`src/rtl/maxpool_window_reader_pkg.sv`:
```
// Shared CNN pooling-path widths and sizing helpers.
// Imported by the pooling datapath modules.
package maxpool_window_reader_pkg;

   localparam int CNN_BIT_WIDTH = 32;

   // Counter width for a modulus of n, never narrower than one bit.
   function automatic int cnt_w(input int n);
      return (n > 1) ? $clog2(n) : 1;
   endfunction

endpackage

```
`src/rtl/signed_max2.sv`:
```
// Two-input signed maximum, purely combinational.
// Ties return a_i; both operands are equal in that case.
module signed_max2
   import maxpool_window_reader_pkg::*;
#(
   parameter int BIT_WIDTH = CNN_BIT_WIDTH
) (
   input  logic [BIT_WIDTH-1:0] a_i,
   input  logic [BIT_WIDTH-1:0] b_i,
   output logic [BIT_WIDTH-1:0] max_o
);

   assign max_o = ($signed(a_i) >= $signed(b_i)) ? a_i : b_i;

endmodule

```
`src/rtl/maxpool_window_reader.sv`:
```
// 2x2 stride-2 signed max pooling over a column-pair stream.
// Emits one result per window with a last-of-map flag.
module maxpool_window_reader
   import maxpool_window_reader_pkg::*;
#(
   parameter int BIT_WIDTH = CNN_BIT_WIDTH,
   parameter int IMG_W     = 28,
   parameter int IMG_H     = 28
) (
   input  logic                 clk,
   input  logic                 rst_n,
   input  logic                 in_valid,
   output logic                 in_ready,
   input  logic [BIT_WIDTH-1:0] in1,
   input  logic [BIT_WIDTH-1:0] in2,
   output logic                 out_valid,
   input  logic                 out_ready,
   output logic [BIT_WIDTH-1:0] out_data,
   output logic                 out_last
);

   localparam int CW = cnt_w(IMG_W);
   localparam int RW = cnt_w(IMG_H / 2);

   localparam logic [CW-1:0] COL_END  = CW'(IMG_W - 1);
   localparam logic [CW-1:0] COL_LAST = CW'(2 * (IMG_W / 2) - 1);
   localparam logic [RW-1:0] ROW_END  = RW'(IMG_H / 2 - 1);
   localparam bit            W_ODD    = (IMG_W % 2) == 1;

   logic [CW-1:0]        col_q, col_d;
   logic [RW-1:0]        row_q, row_d;
   logic [BIT_WIDTH-1:0] cmax_q, cmax_d;
   logic [BIT_WIDTH-1:0] data_q, data_d;
   logic                 valid_q, valid_d;
   logic                 last_q, last_d;

   logic [BIT_WIDTH-1:0] pair_max;
   logic [BIT_WIDTH-1:0] win_max;
   logic                 accept;

   signed_max2 #(.BIT_WIDTH(BIT_WIDTH)) u_pair_max (
      .a_i  (in1),
      .b_i  (in2),
      .max_o(pair_max)
   );

   signed_max2 #(.BIT_WIDTH(BIT_WIDTH)) u_win_max (
      .a_i  (cmax_q),
      .b_i  (pair_max),
      .max_o(win_max)
   );

   assign in_ready  = !valid_q || out_ready;
   assign accept    = in_valid && in_ready;
   assign out_valid = valid_q;
   assign out_data  = data_q;
   assign out_last  = last_q;

   always_comb begin
      col_d   = col_q;
      row_d   = row_q;
      cmax_d  = cmax_q;
      data_d  = data_q;
      valid_d = valid_q;
      last_d  = last_q;

      if (valid_q && out_ready) begin
         valid_d = 1'b0;
         last_d  = 1'b0;
      end

      if (accept) begin
         if (col_q == COL_END) begin
            col_d = '0;
            row_d = (row_q == ROW_END) ? '0 : row_q + 1'b1;
         end else begin
            col_d = col_q + 1'b1;
         end

         // Odd column closes a window; the trailing odd-width column is dropped.
         if (col_q[0]) begin
            data_d  = win_max;
            valid_d = 1'b1;
            last_d  = (row_q == ROW_END) && (col_q == COL_LAST);
         end else if (!(W_ODD && col_q == COL_END)) begin
            cmax_d = pair_max;
         end
      end
   end

   always_ff @(posedge clk or negedge rst_n) begin
      if (!rst_n) begin
         col_q   <= '0;
         row_q   <= '0;
         cmax_q  <= '0;
         data_q  <= '0;
         valid_q <= 1'b0;
         last_q  <= 1'b0;
      end else begin
         col_q   <= col_d;
         row_q   <= row_d;
         cmax_q  <= cmax_d;
         data_q  <= data_d;
         valid_q <= valid_d;
         last_q  <= last_d;
      end
   end

endmodule

```
`config.mk`:
```
export PLATFORM = sky130hd
export DESIGN_NAME = maxpool_window_reader
export DESIGN_NICKNAME = d
export VERILOG_FILES = /design/src/rtl/maxpool_window_reader_pkg.sv /design/src/rtl/signed_max2.sv /design/src/rtl/maxpool_window_reader.sv
export SDC_FILE = /design/constraint.sdc
export NUM_CORES = 1
export LEC_CHECK = 0
export CORE_MARGIN = 2
export CORE_UTILIZATION = 50
export CTS_CLUSTER_SIZE = 14
export DETAILED_ROUTE_END_ITERATION = 6
export PLACE_DENSITY = 0.75
export SLEW_MARGIN = 10
export SYNTH_ARGS = -nofsm -noshare
export SYNTH_HDL_FRONTEND = slang
export SYNTH_SLANG_ARGS = --single-unit
```
`constraint.sdc`:
```
create_clock -name clk -period 2.95 [get_ports clk]
set_clock_uncertainty 0.1 [all_clocks]
set_input_delay 0.59 -clock clk [delete_from_list [all_inputs] [get_ports clk]]
set_output_delay 0.59 -clock clk [all_outputs]
set_load 0.05 [all_outputs]
```
# After elaboration in Yosys (flattened, before gate mapping)

Cells that the tools add are included.

Flip-flop bits (word level): 75
Input port bits: 68
Output and inout port bits: 35
Logic and storage cells: 31

Add/subtract/negate cells: 2
$lt $le $gt $ge: 2
Equality and inequality tests: 2
Multiplexer cells: 10
Bitwise gates (word level): 1
Reductions and logical operators: 8

Operators with widths:

| kind                                                          | number |
|---|---|
| 32-bit >= comparator                                          | 2 |
| 32-bit two-way mux                                            | 2 |
| 1-bit two-way mux                                             | 6 |
| 2-bit AND reduction                                           | 3 |
| 5-bit by 1-bit adder with 5-bit output, second input constant | 1 |
| 5-bit == test, second input constant                          | 1 |
| 5-bit two-way mux                                             | 1 |
| 4-bit by 1-bit adder with 4-bit output, second input constant | 1 |
| 4-bit == test, second input constant                          | 1 |
| 4-bit two-way mux                                             | 1 |
| 1-bit logical AND                                             | 3 |
| 1-bit logical NOT                                             | 1 |
| 1-bit logical OR                                              | 1 |
| 1-bit NOT                                                     | 1 |

# Depth between registers and ports, before layout

Depth in word-level cells: 4
Gate-level depth with buffers: 23
Mapped depth without buffers: 19

# Hierarchy

A second synthesis with hierarchy kept.

Cells, all modules: 491
Area total of the unflattened synthesis: 5704.2 um^2

By module, submodules not included:

| module                | times used | cells each | area each (um^2) | sequential area each (um^2) |
|---|---|---|---|---|
| maxpool_window_reader | 1          | 187        | 2966.6           | 1876.8 |
| signed_max2           | 2          | 152        | 1368.8           | 0.0 |

# Worst setup path before layout

No wires, ideal clock.

Kind: in2reg
From: in in2[31]
To: reg data_q[1] (netlist: out_data[1])
Library setup time: 87 ps
Arrival time: 4388 ps
Required time: 2763 ps
Path slack: -1624 ps
Stages: 21
Path buffers: 4
Cell sequence: inv_1 ha_1 nand4_2 nor3_1 a211oi_1 and2_1 buf_2 clkbuf_1 nand3b_1 o2111ai_1 a211oi_2 ha_1 nand4_1 or3_1 o211ai_1 mux2i_1 nand4_1 or2_1 clkbuf_1 buf_2 o211ai_1

Cells in the longest elaborated chain, start to end: 4

Ends and longest elaborated chain:

| what                 | line                         | RTL |
|---|---|---|
| from (decl)          | maxpool_window_reader.sv:15  | `input logic [BIT_WIDTH-1:0] in2,` |
| 32-bit >= comparator | signed_max2.sv:13            | `assign max_o = ($signed(a_i) >= $signed(b_i)) ? a_i : b_i;` |
| 32-bit two-way mux * | signed_max2.sv:13            |  |
| 32-bit >= comparator | signed_max2.sv:13            |  |
| 32-bit two-way mux * | signed_max2.sv:13            |  |
| to (signal assigned) | maxpool_window_reader.sv:103 | `data_q <= data_d;` |
| to (decl)            | maxpool_window_reader.sv:33  | `logic [BIT_WIDTH-1:0] data_q, data_d;` |

Mark *: on every way between the ends. The rest lies on a longest branch, timed or not.
A chain may end at the register's enable or synchronous reset.

# Final worst setup path

From: in in2[25]
To: reg data_q[4] (netlist: out_data[4])

Same word-level chain as after synthesis.

==> results.json <==
{
  "synthDistinctLibCells": 45,
  "run_status": "finished, violations left",
  "cell_count_after_placement": 1101,
  "routedWlPerCell_um": 24.45,
  "max_clock_freq_mhz": 200.7,
  "first_pass_grt_wire_length_um": 37770,
  "placeableCoreArea_mm2": 0.01257,
  "synth_async_sr_flop_share_pct": 100.0,
  "detail_placement_hpwl_um": 14010,
  "leakage_nw": 4.563,
  "drt_pre_antenna_iters": 6,
  "hold_path.class": "input port to asynchronous set/reset pin",
  "layoutNonFillerInstCount": 1205,
  "crit_path_end_kind": "flip-flop",
  "postRouteAntennaNets": 0,
  "clk-insertion-delay-late_ns": 0.34,
  "syn_nets": 899,
  "timing_worst_setup_path_type": "input port to flip-flop",
  "die_h_um": 117.3,
  "final.min_clock_period_ns": 4.983,
  "routed-via-count": 8362,
  "critPathRequiredTime_ns": 3.08,
  "initial_utilization_pct": 51.09,
  "maximum_number_of_pins_on_one_net_before_global_route_repair": 76,
  "setup_total_negative_slack_ns": -65.86,
  "clock_path_buffers": 2,
  "antenna_found_initial": 1,
  "power.density_cell_area_mw_per_mm2": 758.6,
  "root_buf_cell": "sky130_fd_sc_hd__clkbuf_16",
  "tritoncts_clock_tree": "built",
  "timing.rr.start": "cmax_q[22]$_DFFE_PN0P_",
  "final_core_occ_pct": 84.45,
  "synth_register_bits": 75,
  "drt-initial-drc-count": 877,
  "rr_worst_depth": 10,
  "timing.critical_path.arrival_ns": 5.11,
  "clock_sinks": 75,
  "routed_wl_um": 29460,
  "placement.io_buffers": 102,
  "power.ir.vdd_worst_mv": 0.3774,
  "relSlewSlack_pct": 35.66,
  "cts_hold_buffers": 0,
  "flow.area_growth_from_synthesis_pct": 65.30,
  "violations": "negative setup slack",
  "whs_ns": 0.3004,
  "synthesis.instances": 766,
  "yosysSeqAreaShare_pct": 29.23,
  "critical_path.reg2reg.endpoint": "out_data[4]$_DFFE_PN0P_",
  "grt_pass1_vias": 7523,
  "drc": 0,
  "critical_path.max_fanout": 9,
  "yosys.area.top_type_share_pct": 29.23,
  "syn-cell-area_mm2": 0.006421,
  "io-pin-count": 103,
  "rows": 41,
  "final.period_utilization_pct": 168.9,
  "critPathLaunchType": "input port",
  "finalSetupViolations": 57,
  "worst_tran_pin_value_ns": 0.9652,
  "edff_count_synth": 0,
  "worst_setup_hold_path_clk_slew_ns": 0.06,
  "htreeDepth": 3,
  "proportion_of_layout_cells_with_a_drive_suffix_above_1_pct": 46.41,
  "remaining_global_route_overflow": 0,
  "synth_area_leaders": "sky130_fd_sc_hd__dfrtp_1 29%, sky130_fd_sc_hd__ha_1 13%, sky130_fd_sc_hd__a211oi_2 5.8%",
  "report.final.slew_viol_count": 0,
  "setup.reg_to_reg.worst_slack_ns": -0.12,
  "chipWidth_um": 117.3,
  "syn-mean-instance-area_um2": 8.383,
  "final_critical_path_setup_slack_ns": -2.033,
  "nets": 1160,
  "cts_buffers": 9,
  "gp_congestion": 0.9177,
  "grt_setup_unrepaired": "yes",
  "place_ws_ns": -2.372,
  "timing_hold_violations_final": 0,
  "cap_violations": 0,
  "dominantRegCellSynth": "sky130_fd_sc_hd__dfrtp_1",
  "drt-vias-per-instance": 6.939,
  "ys_warn_count": 0,
  "global_route.usage.total_pct": 33.75,
  "dieArea_mm2": 0.01377,
  "synth.largest_area_cell": "sky130_fd_sc_hd__dfrtp_1"
}
how the worst max path moves through the flow:
| stage | endpoint | start |
|---|---|---|
| 2_1_floorplan | out_data[1]$_DFFE_PN0P_ | in2[25] |
| 3_3_place_gp | out_data[12]$_DFFE_PN0P_ | in2[25] |
| 3_5_place_dp | out_data[25]$_DFFE_PN0P_ | in2[25] |
| 4_1_cts | out_data[25]$_DFFE_PN0P_ | in2[25] |
| 5_1_grt | out_data[25]$_DFFE_PN0P_ | in1[12] |
| 6_report | out_data[4]$_DFFE_PN0P_ | in2[25] |
cell families after synthesis:
logic type	Yosys count	share of synthesized area, %
simple gates	332	28.31
mux	2	0.3312
buf+inv	102	6.664
fa+ha+maj	65	12.67
flops	75	29.23
compound gates	188	22.53
xor+xnor	2	0.2728
synthesized netlist by cell type (32+ instances only):
cell and instances:
sky130_fd_sc_hd__and3_1 32, sky130_fd_sc_hd__clkbuf_1 47, sky130_fd_sc_hd__nor2_1 38, sky130_fd_sc_hd__a21oi_1 55, sky130_fd_sc_hd__o2111ai_1 32, sky130_fd_sc_hd__inv_1 37
sky130_fd_sc_hd__nand3_1 72, sky130_fd_sc_hd__nand2_1 60, sky130_fd_sc_hd__o211ai_1 33, sky130_fd_sc_hd__nand4_1 42, sky130_fd_sc_hd__or3_1 32, sky130_fd_sc_hd__ha_1 65
sky130_fd_sc_hd__dfrtp_1 75
cell usage in the layout, fill, tap and decap left out, types with 10 or more instances in the layout:
| master | n |
|---|---|
| sky130_fd_sc_hd__a211oi_2 | 18 |
| sky130_fd_sc_hd__or3_4 | 10 |
| sky130_fd_sc_hd__a21oi_2 | 21 |
| sky130_fd_sc_hd__nand3_1 | 68 |
| sky130_fd_sc_hd__nor2_1 | 37 |
| sky130_fd_sc_hd__buf_4 | 165 |
| sky130_fd_sc_hd__buf_6 | 42 |
| sky130_fd_sc_hd__o2111ai_2 | 13 |
| sky130_fd_sc_hd__buf_2 | 39 |
| sky130_fd_sc_hd__o211ai_1 | 33 |
| sky130_fd_sc_hd__a21oi_1 | 33 |
| sky130_fd_sc_hd__ha_4 | 31 |
| sky130_fd_sc_hd__clkbuf_16 | 12 |
| sky130_fd_sc_hd__inv_2 | 22 |
| sky130_fd_sc_hd__nand4_1 | 42 |
| sky130_fd_sc_hd__dfrtp_1 | 75 |
| sky130_fd_sc_hd__clkdlybuf4s50_1 | 36 |
| sky130_fd_sc_hd__nand3b_1 | 31 |
| sky130_fd_sc_hd__buf_12 | 10 |
| sky130_fd_sc_hd__or3_1 | 22 |
| sky130_fd_sc_hd__a211oi_4 | 13 |
| sky130_fd_sc_hd__nand2_1 | 55 |
| sky130_fd_sc_hd__ha_1 | 34 |
| sky130_fd_sc_hd__a21o_1 | 10 |
| sky130_fd_sc_hd__and3_1 | 24 |
| sky130_fd_sc_hd__o2111ai_4 | 12 |
through the flow:
| stage | cell area (µm²) | power (mW) |
|---|---|---|
| after global placement | 8605 | 5.623 |
| after floorplan | 6710 | 4.340 |
| after CTS | 9841 | 7.374 |
| after detailed placement | 8605 | 5.800 |
| final | 10610 | 8.051 |
| after global routing | 10610 | 8.387 |
registers in the layout, summed over array words and instances (netlist names):
signal / count
row_q: 4
out_last: 1
out_data: 32
cmax_q: 32
out_valid: 1
col_q: 5
final cells by class:
cell class / instances / area [µm²]
multi-input combinational: 592 / 5249
timing repair buffer: 312 / 2788
fill: 598 / 1954
sequential: 75 / 1877
clock buffer: 12 / 266.5
tap: 172 / 215.2
inverter: 37 / 168.9
clock inverter: 4 / 47.55
antenna: 1 / 2.502
per-layer routing:
metal | up-vias | wire (µm) | GRT usage [%]
met3 | 246 | 3080 | 5.496
met1 | 3923 | 10390 | 40.86
met4 | 0 | 2414 | 16.64
met5 | - | 0 | 0
li1 | 3431 | - | -
met2 | 762 | 13580 | 58.22
critical path: stages:
cell                        delay (ns)
sky130_fd_sc_hd__buf_12           0.09
sky130_fd_sc_hd__inv_12           0.03
sky130_fd_sc_hd__ha_4             0.25
sky130_fd_sc_hd__nand4_1          0.17
sky130_fd_sc_hd__buf_4            0.20
sky130_fd_sc_hd__nor4_4           0.32
sky130_fd_sc_hd__nor3b_2          0.28
sky130_fd_sc_hd__a21o_4           0.20
sky130_fd_sc_hd__buf_12           0.15
sky130_fd_sc_hd__o2111ai_2        0.15
sky130_fd_sc_hd__a211oi_2         0.21
sky130_fd_sc_hd__buf_4            0.20
sky130_fd_sc_hd__ha_4             0.15
sky130_fd_sc_hd__nand4_1          0.17
sky130_fd_sc_hd__nor4_2           0.39
sky130_fd_sc_hd__a22oi_1          0.15
sky130_fd_sc_hd__o211ai_1         0.18
sky130_fd_sc_hd__mux2i_1          0.31
sky130_fd_sc_hd__nand4_1          0.16
sky130_fd_sc_hd__or2_4            0.34
sky130_fd_sc_hd__buf_16           0.15
sky130_fd_sc_hd__o211ai_1         0.26
power breakdown:
part           leakage [nW]  switching [mW]  total (mW)  internal, mW
Clock                 0.155           0.456        1.18         0.722
Sequential            0.895           0.436        1.95          1.51
Combinational          3.51            2.89        4.93          2.03
what timing repair did:
action	in CTS	in global routing
gates resized for setup	386	113
setup buffers	52	38
pin swaps	62	64
setup endpoints to repair	64	57
cloned	9	4
No activity file was read; power rests on OpenSTA's default activity.
==> RTL change 1, RTL diff (config.mk and constraints unchanged) <==
Change the parameter `IMG_W` from 28 to 56.
--- a/src/rtl/maxpool_window_reader.sv
+++ b/src/rtl/maxpool_window_reader.sv
@@ -6,3 +6,3 @@
    parameter int BIT_WIDTH = CNN_BIT_WIDTH,
-   parameter int IMG_W     = 28,
+   parameter int IMG_W     = 56,
    parameter int IMG_H     = 28
Function: no difference found for any inputs over 4 cycles, from zero or initial values and one cycle with rst_n low; that may be too few to reach the edited logic, so the function may still have changed.
==> RTL change 1 against the original RTL <==
  * Worst setup slack better by 0.076 ns
  * Area after synthesis up 0.88%
  * First-iteration DRC count up 1.0%
  * Design area down 4.0%
  * The flow still finishes with violations (setup timing)
  * Wire length down 21%
  * Total power down 7.3%
  * Sequential cell count up 1
==> RTL change 1: results (changes against the original RTL) <==
stage;metric;value;unit;change
grt;Tot GR Track Use;29.9;%;-3.8 points
finish;antenna cell count;0;;-1
worst_setup_path;FF-to-FF End;out_data[6];;
finish;invs w/o clock;38;;+2.7%
finish;buffer share of cell area;24.9;%;-1.4 points
timing;final worst slack;-1.96;ns;+0.0764 ns
finish;Final clock-cell share;2.86;%;-0.098 points
worst_setup_path;Crit. Startpoint;in1[14];;
finish;sequential fraction of total cell area;18.7;%;+0.98 points
routing;number of DRC markers in iteration 0;886;;+1.0%
worst_setup_path;R2R Setup Slk;0.10;ns;+0.22 ns
timing;Tightest Pin Transition;0.950;ns;-0.0152 ns
timing;final setup fails;60;;+5.3%
routing;M1 WL;9240;um;-11%
grt;GR Util met1;39.3;%;-1.5 points
worst_setup_path;Worst R2R Start;cmax_q[21];;
logic_synthesis;Syn Nets;906;;+0.78%
grt;met2 usage;50.8;%;-7.4 points
finish;fin nets;1143;;-1.5%
logic_synthesis;list of most frequent post-synthesis cells;dfrtp_1, nand3_1, ha_1;;
cts;Resize count post-CTS;348;;-9.8%
grt;GR Util met3;3.44;%;-2.1 points
status;status;finished with violations;;
routing;DR WL met2;11400;um;-16%
worst_setup_path;worst reg-to-reg path cell count;11;;+1
timing;hold slack;0.276;ns;-0.0241 ns
status;failing checks;setup timing;;
finish;area of the multi-input gates;5090;um2;-3.1%
finish;Filler Cell Count;746;;+25%
grt;first-pass GRT wire length;34400;um;-9.0%
routing;WL met3;1720;um;-44%
logic_synthesis;cells taking the most area after synthesis;dfrtp_1, ha_1, a211oi_2;;
pwr;Peak supply drop;405;uV;+7.4%
logic_synthesis;Cell variety after synth;44;;-2.2%
placement;detailed placer's ending HPWL;14200;um;+1.2%
logic_synthesis;Synth Register Bits;76;;+1.3%
logic_synthesis;post-synthesis sequential area ratio;29.4;%;+0.13 points
placement;dpl ws;-2.39;ns;-0.0210 ns
[RTL change 1: power by group]
| group | switching [uW] | internal, uW |
|---|---|---|
| Sequential | 400 | 1530 |
| Combinational | 2610 | 1840 |
| Clock | 398 | 690 |
| Total | 3410 | 4060 |
[RTL change 1: metrics by stage]
step	util (%)	area, um2	cells	TNS [ns]	power [uW]
after detailed placement	69.1	8720	1121	-98.98	5840
after global placement	69.1	8720	1121	-94.06	5680
after global routing	80.7	10200	1185	-70.03	7900
after floorplan	-	6760	773	-43.03	4380
after CTS	77.1	9730	1174	-49.96	7180
final	80.7	10200	1185	-66.45	7470
[RTL change 1: critical path, stage by stage]
cell and delay, ns:
clkdlybuf4s15_1 0.27, ha_4 0.33, nand4_1 0.18, nor4_4 0.25, a211o_1 0.22, a21o_1 0.29, buf_6 0.18, buf_12 0.13
buf_4 0.12, o2111ai_4 0.15, a211oi_4 0.26, ha_4 0.25, a21oi_1 0.16, o21ai_1 0.13, a22oi_1 0.26, o211ai_1 0.18
mux2i_1 0.21, nand4_1 0.19, or2_4 0.35, buf_6 0.16, o211ai_1 0.17
[RTL change 1: worst min-delay path by stage]
stage | start | end | depth (start not counted)
5_1_grt | rst_n | row_q[0] | 1
3_5_place_dp | out_last | out_last | 2
3_3_place_gp | out_last | out_last | 2
4_1_cts | rst_n | row_q[0] | 1
2_1_floorplan | rst_n | cmax_q[0] | 0
6_report | rst_n | row_q[0] | 1
[RTL change 1: cell families (layout without fill, tap and decap cells)]
family | Yosys count | count (layout) | share of synthesized area (%)
mux | 1 | 1 | 0.155
fa+ha+maj | 65 | 65 | 12.6
compound gates | 190 | 190 | 22.4
simple gates | 334 | 336 | 28.3
xor+xnor | 4 | 4 | 0.541
buf+inv | 103 | 341 | 6.68
flops | 76 | 76 | 29.4
==> RTL change 2, RTL diff (same settings) <==
Without the edit above. Take the reset off `data_q` and load it in a clocked block of its own.
--- a/src/rtl/maxpool_window_reader.sv
+++ b/src/rtl/maxpool_window_reader.sv
@@ -95,3 +95,2 @@
          cmax_q  <= '0;
-         data_q  <= '0;
          valid_q <= 1'b0;
@@ -102,3 +101,2 @@
          cmax_q  <= cmax_d;
-         data_q  <= data_d;
          valid_q <= valid_d;
@@ -108,2 +106,6 @@
 
+   always_ff @(posedge clk) begin
+      data_q <= data_d;
+   end
+
 endmodule
Behaviour: differs if rst_n is asserted again (counterexample within 4 cycles, from zero or initial values and one cycle with rst_n low); with rst_n held inactive, the same outputs for 10 cycles.
==> RTL change 2 against the original RTL <==
  * The run still ends with setup timing left
  * Fmax is 3.3% higher
  * Sequential cell count stayed put
  * Area after synthesis is 20% lower
  * Largest power group unchanged
  * Sequential share of layout area is 7.4 points higher
  * Utilization is 4.7 points lower
  * Wire length is 49% lower
  * Critical path depth stayed put
  * Worst setup slack better by 0.16 ns
  * Design area is 23% lower
  * Total power is 9.8% lower
==> RTL change 2: results (changes against the original RTL) <==
stage;metric;value;unit;change
status;status;finished with violations;;
status;failing checks;setup timing;;
logic_synthesis;Synth Warn #;0;;unchanged
logic_synthesis;Mapped Cells;452;;-41%
timing;hold slack;0.0699;ns;-0.231 ns
finish;Register Area;2040;um2;+8.5%
routing;Vias/cell;5.44;;-22%
logic_synthesis;post-synthesis sequential area ratio;39.5;%;+10 points
cts;Clock Tree Root;clkbuf_8;;
grt;first-pass GRT wire length;22700;um;-40%
worst_setup_path;crit path max-delay cell type;or4b_4;;
timing;Tightest Pin Transition;0.528;ns;-0.437 ns
placement;placed cell count;743;;-33%
timing;setup TNS;-59.94;ns;+5.92 ns
logic_synthesis;Yosys top cell by area;dfrtp_1;;
logic_synthesis;fraction of the mapped netlist area in adder cells;15.8;%;+3.1 points
finish;clkbuf count;11;;-1
worst_setup_path;R2R Setup Slk;0.04;ns;+0.16 ns
logic_synthesis;Synth Area in XOR/XNOR;0.170;%;-0.10 points
logic_synthesis;number of synthesized flops with an enable pin;32;;+32
finish;number of multi-input logic gates;301;;-49%
logic_synthesis;Cell variety after synth;37;;-18%
grt;largest net degree at the start of global routing;27;;-64%
routing;number of DRC markers in iteration 0;161;;-82%
worst_setup_path;family with the most delay on the worst path;compound AO/OA/AOI/OAI gates;;
grt;initial antenna violation count;0;;-1
routing;wire per inst;19.0;um;-22%
finish;Filler Cell Count;561;;-6.2%
logic_synthesis;list of most frequent post-synthesis cells;inv_1, ha_1, mux2_2;;
logic_synthesis;share of synthesized area spent on multiplexers;23.5;%;+23 points
routing;drt total wl;15000;um;-49%
finish;antenna cell count;0;;-1
placement;dpl cell area;7060;um2;-18%
worst_setup_path;crit path DAT;4.85;ns;-0.26 ns
logic_synthesis;Async SR Flop Fraction;57.3;%;-43 points
worst_setup_path;worst reg-to-reg path cell count;11;;+1
pwr;Peak supply drop;392;uV;+3.7%
logic_synthesis;Syn Nets;585;;-35%
placement;Routability Congestion;0.820;;-11%
finish;fraction of layout cells with a size suffix above 1;52.4;%;+6.0 points
finish;Non-CTS buffers;192;;-38%
cts;Clock Pin Slew Worst Setup and Hold Paths;0.09;ns;+0.03 ns
routing;total iterations of the first detailed-routing run;4;;-2
finish;buffer share of cell area;22.4;%;-3.9 points
worst_setup_path;CP peak stage delay;0.51;ns;+0.12 ns
timing;final worst slack;-1.88;ns;+0.158 ns
finish;invs w/o clock;67;;+81%
worst_setup_path;CP max FO;7;;-2
timing;final setup fails;48;;-16%
logic_synthesis;Compound-Gate Fraction of Synth Area;7.23;%;-15 points
finish;P&R area growth vs syn;57.5;%;
worst_setup_path;Crit. Startpoint;in1[10];;
worst_setup_path;Worst R2R Start;cmax_q[1];;
placement;dpl ws;-2.68;ns;-0.311 ns
## RTL change 2: repair_timing
action,CTS,global route
pin swaps,40,34
hold buffers,0,0
setup endpoints to repair,64,64
resized for setup,264,105
cloned,4,0
buffers inserted,20,13
## RTL change 2: power by group
group	switching [uW]	leakage, uW	total, uW	internal [uW]
Combinational	1990	0.00283	4350	2360
Clock	424	0.000110	929	505
Sequential	335	0.000810	1980	1640
Total	2750	0.00375	7260	4510
## RTL change 2: metal layers
| metal | GRT usage (%) | routed length [um] | part of all wire (%) | vias up |
|---|---|---|---|---|
| met3 | 4.89 | 662 | 4.4 | 41 |
| met4 | 10.1 | 446 | 3.0 | 0 |
| met2 | 46.1 | 7780 | 52 | 124 |
| met5 | 0 | 0 | 0 | - |
| met1 | 31.9 | 6060 | 41 | 2111 |
| li1 | - | - | - | 2006 |
